<file path="src/rtl/alu_result_stage.sv">
// alu_result_stage: registered ALU result stage with a 2-entry skid buffer.
// Captures {result, tag} plus zero/neg flags and hands them to writeback
// over valid/ready; in_ready is registered so backpressure never ripples
// combinationally upstream.
//
// Ports:
//   clk, rst_n        clock, synchronous active-low reset
//   flush             drop all buffered entries
//   in_valid/in_ready ALU-side handshake
//   in_result, in_tag ALU result and destination tag
//   out_valid/ready   writeback-side handshake
//   out_result/tag    head entry contents
//   out_zero/neg      head flags (valid only while out_valid)
//   out_parity        head even parity (only with ALU_RESULT_PARITY_EN)
//
// Option macro: ALU_RESULT_PARITY_EN adds a stored parity bit per entry.

module alu_result_stage #(
    parameter int DATA_W = 32,
    parameter int TAG_W  = 5
) (
    input  logic              clk,
    input  logic              rst_n,
    input  logic              flush,
    input  logic              in_valid,
    output logic              in_ready,
    input  logic [DATA_W-1:0] in_result,
    input  logic [TAG_W-1:0]  in_tag,
    output logic              out_valid,
    input  logic              out_ready,
    output logic [DATA_W-1:0] out_result,
    output logic [TAG_W-1:0]  out_tag,
    output logic              out_zero,
    output logic              out_neg
`ifdef ALU_RESULT_PARITY_EN
    ,
    output logic              out_parity
`endif
);

    typedef enum logic [1:0] {
        EMPTY = 2'd0,
        ONE   = 2'd1,
        FULL  = 2'd2
    } cnt_t;

    cnt_t cnt_q, cnt_d;
    logic rdy_q;

    // entry0 = head, entry1 = skid
    logic [DATA_W-1:0] e0_res, e1_res;
    logic [TAG_W-1:0]  e0_tag, e1_tag;
    logic              e0_z, e1_z;
    logic              e0_n, e1_n;
`ifdef ALU_RESULT_PARITY_EN
    logic              e0_p, e1_p;
    logic              in_p;
`endif

    logic accept, pop;
    logic ld0_in, ld0_sk, ld1_in;
    logic in_z, in_n;

    assign accept = in_valid & rdy_q;
    assign pop    = out_valid & out_ready;
    assign in_z   = (in_result == '0);
    assign in_n   = in_result[DATA_W-1];
`ifdef ALU_RESULT_PARITY_EN
    assign in_p   = ^in_result;
`endif

    always_comb begin
        cnt_d  = cnt_q;
        ld0_in = 1'b0;
        ld0_sk = 1'b0;
        ld1_in = 1'b0;
        if (flush) begin
            cnt_d = EMPTY;
        end else begin
            unique case (cnt_q)
                EMPTY: begin
                    if (accept) begin
                        cnt_d  = ONE;
                        ld0_in = 1'b1;
                    end
                end
                ONE: begin
                    unique case ({accept, pop})
                        2'b10: begin
                            cnt_d  = FULL;
                            ld1_in = 1'b1;
                        end
                        2'b01: cnt_d = EMPTY;
                        2'b11: ld0_in = 1'b1;
                        default: cnt_d = ONE;
                    endcase
                end
                FULL: begin
                    // rdy_q is low here, so no accept can coincide
                    if (pop) begin
                        cnt_d  = ONE;
                        ld0_sk = 1'b1;
                    end
                end
                default: cnt_d = EMPTY;
            endcase
        end
    end

    always_ff @(posedge clk) begin
        if (!rst_n) begin
            cnt_q  <= EMPTY;
            rdy_q  <= 1'b1;
            e0_res <= '0;
            e0_tag <= '0;
            e0_z   <= 1'b1;
            e0_n   <= 1'b0;
            e1_res <= '0;
            e1_tag <= '0;
            e1_z   <= 1'b1;
            e1_n   <= 1'b0;
`ifdef ALU_RESULT_PARITY_EN
            e0_p   <= 1'b0;
            e1_p   <= 1'b0;
`endif
        end else begin
            cnt_q <= cnt_d;
            rdy_q <= (cnt_d != FULL);
            if (ld0_in) begin
                e0_res <= in_result;
                e0_tag <= in_tag;
                e0_z   <= in_z;
                e0_n   <= in_n;
`ifdef ALU_RESULT_PARITY_EN
                e0_p   <= in_p;
`endif
            end else if (ld0_sk) begin
                e0_res <= e1_res;
                e0_tag <= e1_tag;
                e0_z   <= e1_z;
                e0_n   <= e1_n;
`ifdef ALU_RESULT_PARITY_EN
                e0_p   <= e1_p;
`endif
            end
            if (ld1_in) begin
                e1_res <= in_result;
                e1_tag <= in_tag;
                e1_z   <= in_z;
                e1_n   <= in_n;
`ifdef ALU_RESULT_PARITY_EN
                e1_p   <= in_p;
`endif
            end
        end
    end

    assign in_ready   = rdy_q;
    assign out_valid  = (cnt_q != EMPTY);
    assign out_result = e0_res;
    assign out_tag    = e0_tag;
    assign out_zero   = e0_z;
    assign out_neg    = e0_n;
`ifdef ALU_RESULT_PARITY_EN
    assign out_parity = e0_p;
`endif

endmodule
</file>
<file path="config.mk">
export PLATFORM = sky130hd
export DESIGN_NAME = alu_result_stage
export DESIGN_NICKNAME = d
export VERILOG_FILES = /design/src/rtl/alu_result_stage.sv
export SDC_FILE = /design/constraint.sdc
export NUM_CORES = 1
export LEC_CHECK = 0
export BUFFER_PORTS_ARGS = -buffer_cell sky130_fd_sc_hd__buf_4
export CAP_MARGIN = 20
export CELL_PAD_IN_SITES_DETAIL_PLACEMENT = 1
export CELL_PAD_IN_SITES_GLOBAL_PLACEMENT = 2
export CORE_MARGIN = 2
export CORE_UTILIZATION = 34
export DETAILED_ROUTE_END_ITERATION = 7
export PLACE_DENSITY = 0.88
export RECOVER_POWER = 50
export SETUP_SLACK_MARGIN = 0.2
export SYNTH_ARGS = -nofsm -noshare
export SYNTH_HDL_FRONTEND = slang
export SYNTH_SLANG_ARGS = --single-unit
</file>
<file path="constraint.sdc">
create_clock -name clk -period 2.57 [get_ports clk]
set_input_delay 0.257 -clock clk [delete_from_list [all_inputs] [get_ports clk]]
set_output_delay 0.257 -clock clk [all_outputs]
set_load 0.01 [all_outputs]
</file>
======== Word level (Yosys, flattened, before mapping) ========
Cells that the tools add are included.
cells by class
  add/sub/neg operators ................... 0
  multiply operators ...................... 0
  divide/modulo/power cells ............... 0
  magnitude comparators ................... 0
  equal/unequal tests ..................... 6
  shift operators ......................... 0
  muxes and demuxes ....................... 23
  bitwise operators ....................... 2
  reductions and logical operators ........ 4
operators by type and width
  kind                                                                    number
  32-bit two-way mux                                                      2
  32-bit logical NOT                                                      1
  1-bit two-way mux                                                       13
  2-bit case mux with 3 select lines                                      2
  5-bit two-way mux                                                       2
  2-bit equality test (second input constant)                             3
  2-bit two-way mux                                                       3
  2-bit by 1-bit equality test with 1-bit output (second input constant)  2
  2-bit nonzero test                                                      2
  1-bit AND                                                               2
  2-bit logical NOT                                                       1
  2-bit inequality test (second input constant)                           1
  1-bit case mux with 2 select lines                                      1
storage, ports and cells
  register bits after elaboration ......... 81
  latch bits .............................. 0
  bits in writable memories ............... 0
  memory bits (read-only) ................. 0
  input bits .............................. 42
  output and inout port bits .............. 41
  logic and storage cells ................. 45
  memories kept ........................... 0

======== Logic depth before layout (Yosys ltp) ========
  word-level depth ........................ 7
  mapped depth ............................ 7
  gate-level depth less buffers ........... 4

======== Worst setup path after synthesis ========
No wires, ideal clock.
  path type ............................... reg2reg
  from .................................... register cnt_q[1]
  to ...................................... register e0_n, in the netlist out_neg
  setup time .............................. 116 ps
  arrival ................................. 1463 ps
  path slack .............................. 990 ps
  stages on the path, launching flop included .. 7
  clock period less this slack ............ 1580 ps
  path through ............................ dfxtp_1 -> nand3b_2 -> or3_1 -> clkbuf_1 -> buf_6 -> buf_6 -> o211a_1
on the way
  cells in the longest elaborated chain, start to end .. 7
ends and longest elaborated chain
  what                                                     line  text
  from (decl)                                              47    cnt_t cnt_q, cnt_d;
  from (signal assigned)                                   127   cnt_q <= cnt_d;
  2-bit nonzero test                                       159   assign out_valid = (cnt_q != EMPTY);
  1-bit AND                                                65    assign pop = out_valid & out_ready;
  2-bit equality test                                      88    unique case ({accept, pop})
  1-bit two-way mux                                        88
  1-bit case mux with 2 select lines                       80    unique case (cnt_q)
  1-bit two-way mux                                        77    if (flush) begin
  1-bit two-way mux or 2-bit nonzero test (tied branches)  n/a
  to (signal assigned)                                     133   e0_n <= in_n;
  to (signal assigned)                                     141   e0_n <= e1_n;
  to (decl)                                                54    logic e0_n, e1_n;
Several ways; a longest one is shown, not always the timed one.
A chain may end at the register's enable or synchronous reset.

======== Worst setup path after layout ========
  from .................................... register cnt_q[1]
  to ...................................... register e0_z, in the netlist out_zero
on the way
  cells in the longest elaborated chain, start to end .. 7
ends and longest elaborated chain
  what                                                     line  text
  2-bit nonzero test                                       159
  1-bit AND                                                65
  2-bit equality test                                      88
  1-bit two-way mux                                        88
  1-bit case mux with 2 select lines                       80
  1-bit two-way mux                                        77
  1-bit two-way mux or 2-bit nonzero test (tied branches)  n/a
  to (signal assigned)                                     132   e0_z <= in_z;
  to (signal assigned)                                     140   e0_z <= e1_z;
  to (decl)                                                53    logic e0_z, e1_z;
Several ways; a longest one is shown, not always the timed one.

==> impl_metrics.ini <==
[clocking]
clock-root-buffer = clkbuf_8
cts_max_level = 3
clock_sinks = 79
cts_resized = 0
cts.path.max_buffers = 2
holdBufCountCts = 0
cts_buffers = 9
insertion_delay_ns = 0.33
tritoncts = built
path_clk_slew_ns = 0.07
post_cts.repair.setup_buffers = 0

[finish]
drive_above_1_share = 0.158
finalNetCount = 476
final_core_util = 0.426
fillers = 1166
areaGrowthSynthToFinish_pct = 21.2
diodes = 0

[power]
p_int_uw = 2020
power_frac_seq = 0.492
max-vdd-ir-drop_uv = 418
p_sw_uw = 618
power_frac_clock = 0.398
p_leak_uw = 0.00182
power.density_nw_per_um2 = 635
p_sw_frac = 0.234
pwr-share-comb = 0.110

[critical_path]
crit_family = simple AND/OR/NAND/NOR gates
crit_type = register to register
cp.required_ns = 2.80
end_kind = register
crit_path_end = out_zero
crit_path_cell_trace = nand3b_1, or3_2, buf_4, o311ai_1
rrSetupSlack_ns = 0.69
crit_buf_inv = 1
rr_worst_depth = 4
cp-start-kind = register
cp_max_fo = 50
critPathLaunch = cnt_q[1]
r2r_start = cnt_q[1]
crit_path_top_delay_cell = or3_2
max_stage_delay_ns = 0.49
worst_ep_arrival_time_ns = 2.11
timing.rr.end = out_zero
worst-path-stages = 4

[placed_design]
portBuffers = 82
place.gp.congestion = 0.727
dpl.hpwl_mm = 5.91

[floorplan]
rows = 36
die_area_sq_um = 10900
fp.coreArea_sq_um = 9770
fp.dieW_microns = 105
start_util = 0.352
die_h_microns = 105
io_pins = 83

[route]
post_drt_wl_per_cell_microns = 15.4
routed_wl_mm = 8.78
drt_iter0_drc = 61
route.detailed.drc = 0
vias_per_cell = 4.93
first_pass_iters = 4
antenna_left = 0
num_vias = 2814

[sta]
fin_tns_setup_ns = 0
fin_crit_sh = 0.731
worst_clock_skew_ns = 0.00724
fmax_ghz = 0.532
worstMarginPinSlew_ns = 0.535
hold_violations = 0
max_slew_margin = 0.643
finalCriticalPeriod_ns = 1.88
drv_slew = 0
rsz0062_at_grt = false
finalSetupViolCount = 0

[global_routing]
grt_pass1_wl_mm = 14.4
grt_max_degree = 51
grt_overflow_total = 0
antenna_found_initial = 0
grt_pass1_vias = 2889
grtUsageTotal = 0.161

[logic_synthesis]
netlist_area_sq_um = 3440
ys_seq_area_frac = 0.460
ys_warn_count = 0
syn-num-nets = 405
ys_types = 27
synth_flop_cell = dfxtp_1
synth_cells = 363
synth_edf_count = 0
async_flop_share = 0
syn_area_per_cell_sq_um = 9.47
ys_ff_latch = 79

[run_status]
status = finished clean

[worst_hold_path]
hp-class = input pin to register

[flow_run]
cap_viol_max_count = 0
[placed cells by master (no fill, tap or decap)]
cell type and instances:
nand2_1 114, dfxtp_1 79, buf_4 48, clkbuf_1 41, mux2i_1 38, o211a_1 37
a21boi_0 29, clkbuf_8 12, a21boi_1 9, nor4_1 8, nor2b_1 2, nand4_1 2
o311ai_1 2, bufinv_16 2, or2_2 1, nand3b_1 1, or3_2 1, and4bb_2 1
inv_1 1, nor4_4 1, or4_4 1, mux2_2 1, nand2b_1 1, o22ai_1 1
nor2_1 1, a21oi_1 1, nor3_1 1, or3_1 1, clkinv_2 1
[registers in the layout, summed over array words and instances (netlist names)]
register	flops
e1_res	32
out_result	31
e1_tag	5
out_tag	5
cnt_q	2
e1_z	1
in_ready	1
out_neg	1
out_zero	1
[metal layers]
| metal | track usage | share of wire |
|---|---|---|
| met1 | 0.206 | 0.46 |
| met2 | 0.277 | 0.49 |
| met3 | 0.0395 | 0.044 |
| met4 | 0.0290 | 0.0046 |
| met5 | 0 | 0 |
[cells in the mapped netlist, types with 2 or more instances]
cell / instances / share of area
nand2_1: 114 / 0.12
dfxtp_1: 79 / 0.46
mux2i_1: 38 / 0.11
o211a_1: 37 / 0.11
a21boi_1: 21 / 0.046
a21boi_0: 17 / 0.037
clkbuf_1: 14 / 0.015
nor4_1: 8 / 0.015
buf_6: 7 / 0.023
buf_2: 4 / 0.0058
buf_4: 4 / 0.0087
nand4_1: 2 / 0.0036
nor2b_1: 2 / 0.0036
o311ai_1: 2 / 0.0051
or3_1: 2 / 0.0036
[layout make-up]
type                            instances  area [sq um]  area share
Clock buffer                           12           165      0.0397
Clock inverter                          3          65.1      0.0156
Inverter                                1          3.75    0.000902
Multi-Input combinational cell        254          1670       0.400
Sequential cell                        79          1580       0.380
Tap cell                              133           166      0.0400
Timing Repair Buffer                   89           514       0.124
[how the worst min path moves through the flow]
stage | startpoint | to | slack (ns) | cells past startpoint
CTS | out_ready | cnt_q[1] | 0.16 | 2
global route | in_tag[2] | out_tag[2] | 0.16 | 2
floorplan | out_ready | cnt_q[1] | 0.34 | 1
global placement | e1_res[7] | e1_res[7] | 0.44 | 2
finish | out_ready | cnt_q[1] | 0.17 | 2
detailed placement | e1_res[26] | e1_res[26] | 0.45 | 2
[kinds of logic after synthesis]
logic type / count (synthesis) / share of synthesized area
buf+inv: 30 / 0.0539
simple gates: 136 / 0.173
mux: 39 / 0.114
flops: 79 / 0.460
compound gates: 79 / 0.199
[power groups by stage]
stage	Clock [uW]	Combinational, uW	Sequential, uW
2_1_floorplan	0	150	1340
3_3_place_gp	0	319	1330
3_5_place_dp	0	328	1330
4_1_cts	1080	329	1300
5_1_grt	1140	322	1310
6_report	1050	289	1300
[per-stage QoR]
stage / instances / hold slack (ns) / instance area (sq um) / total power [uW] / setup WS, ns
finish: 571 / 0.169 / 4160 / 2640 / 0.691
global route: 571 / 0.156 / 4160 / 2770 / 0.487
CTS: 571 / 0.161 / 4320 / 2710 / 0.710
detailed placement: 556 / 0.452 / 4090 / 1660 / 0.728
global placement: 556 / 0.441 / 4090 / 1650 / 0.762
floorplan: 363 / 0.336 / 3440 / 1490 / 0.990
Note: power is estimated with default switching activity, not from simulation.
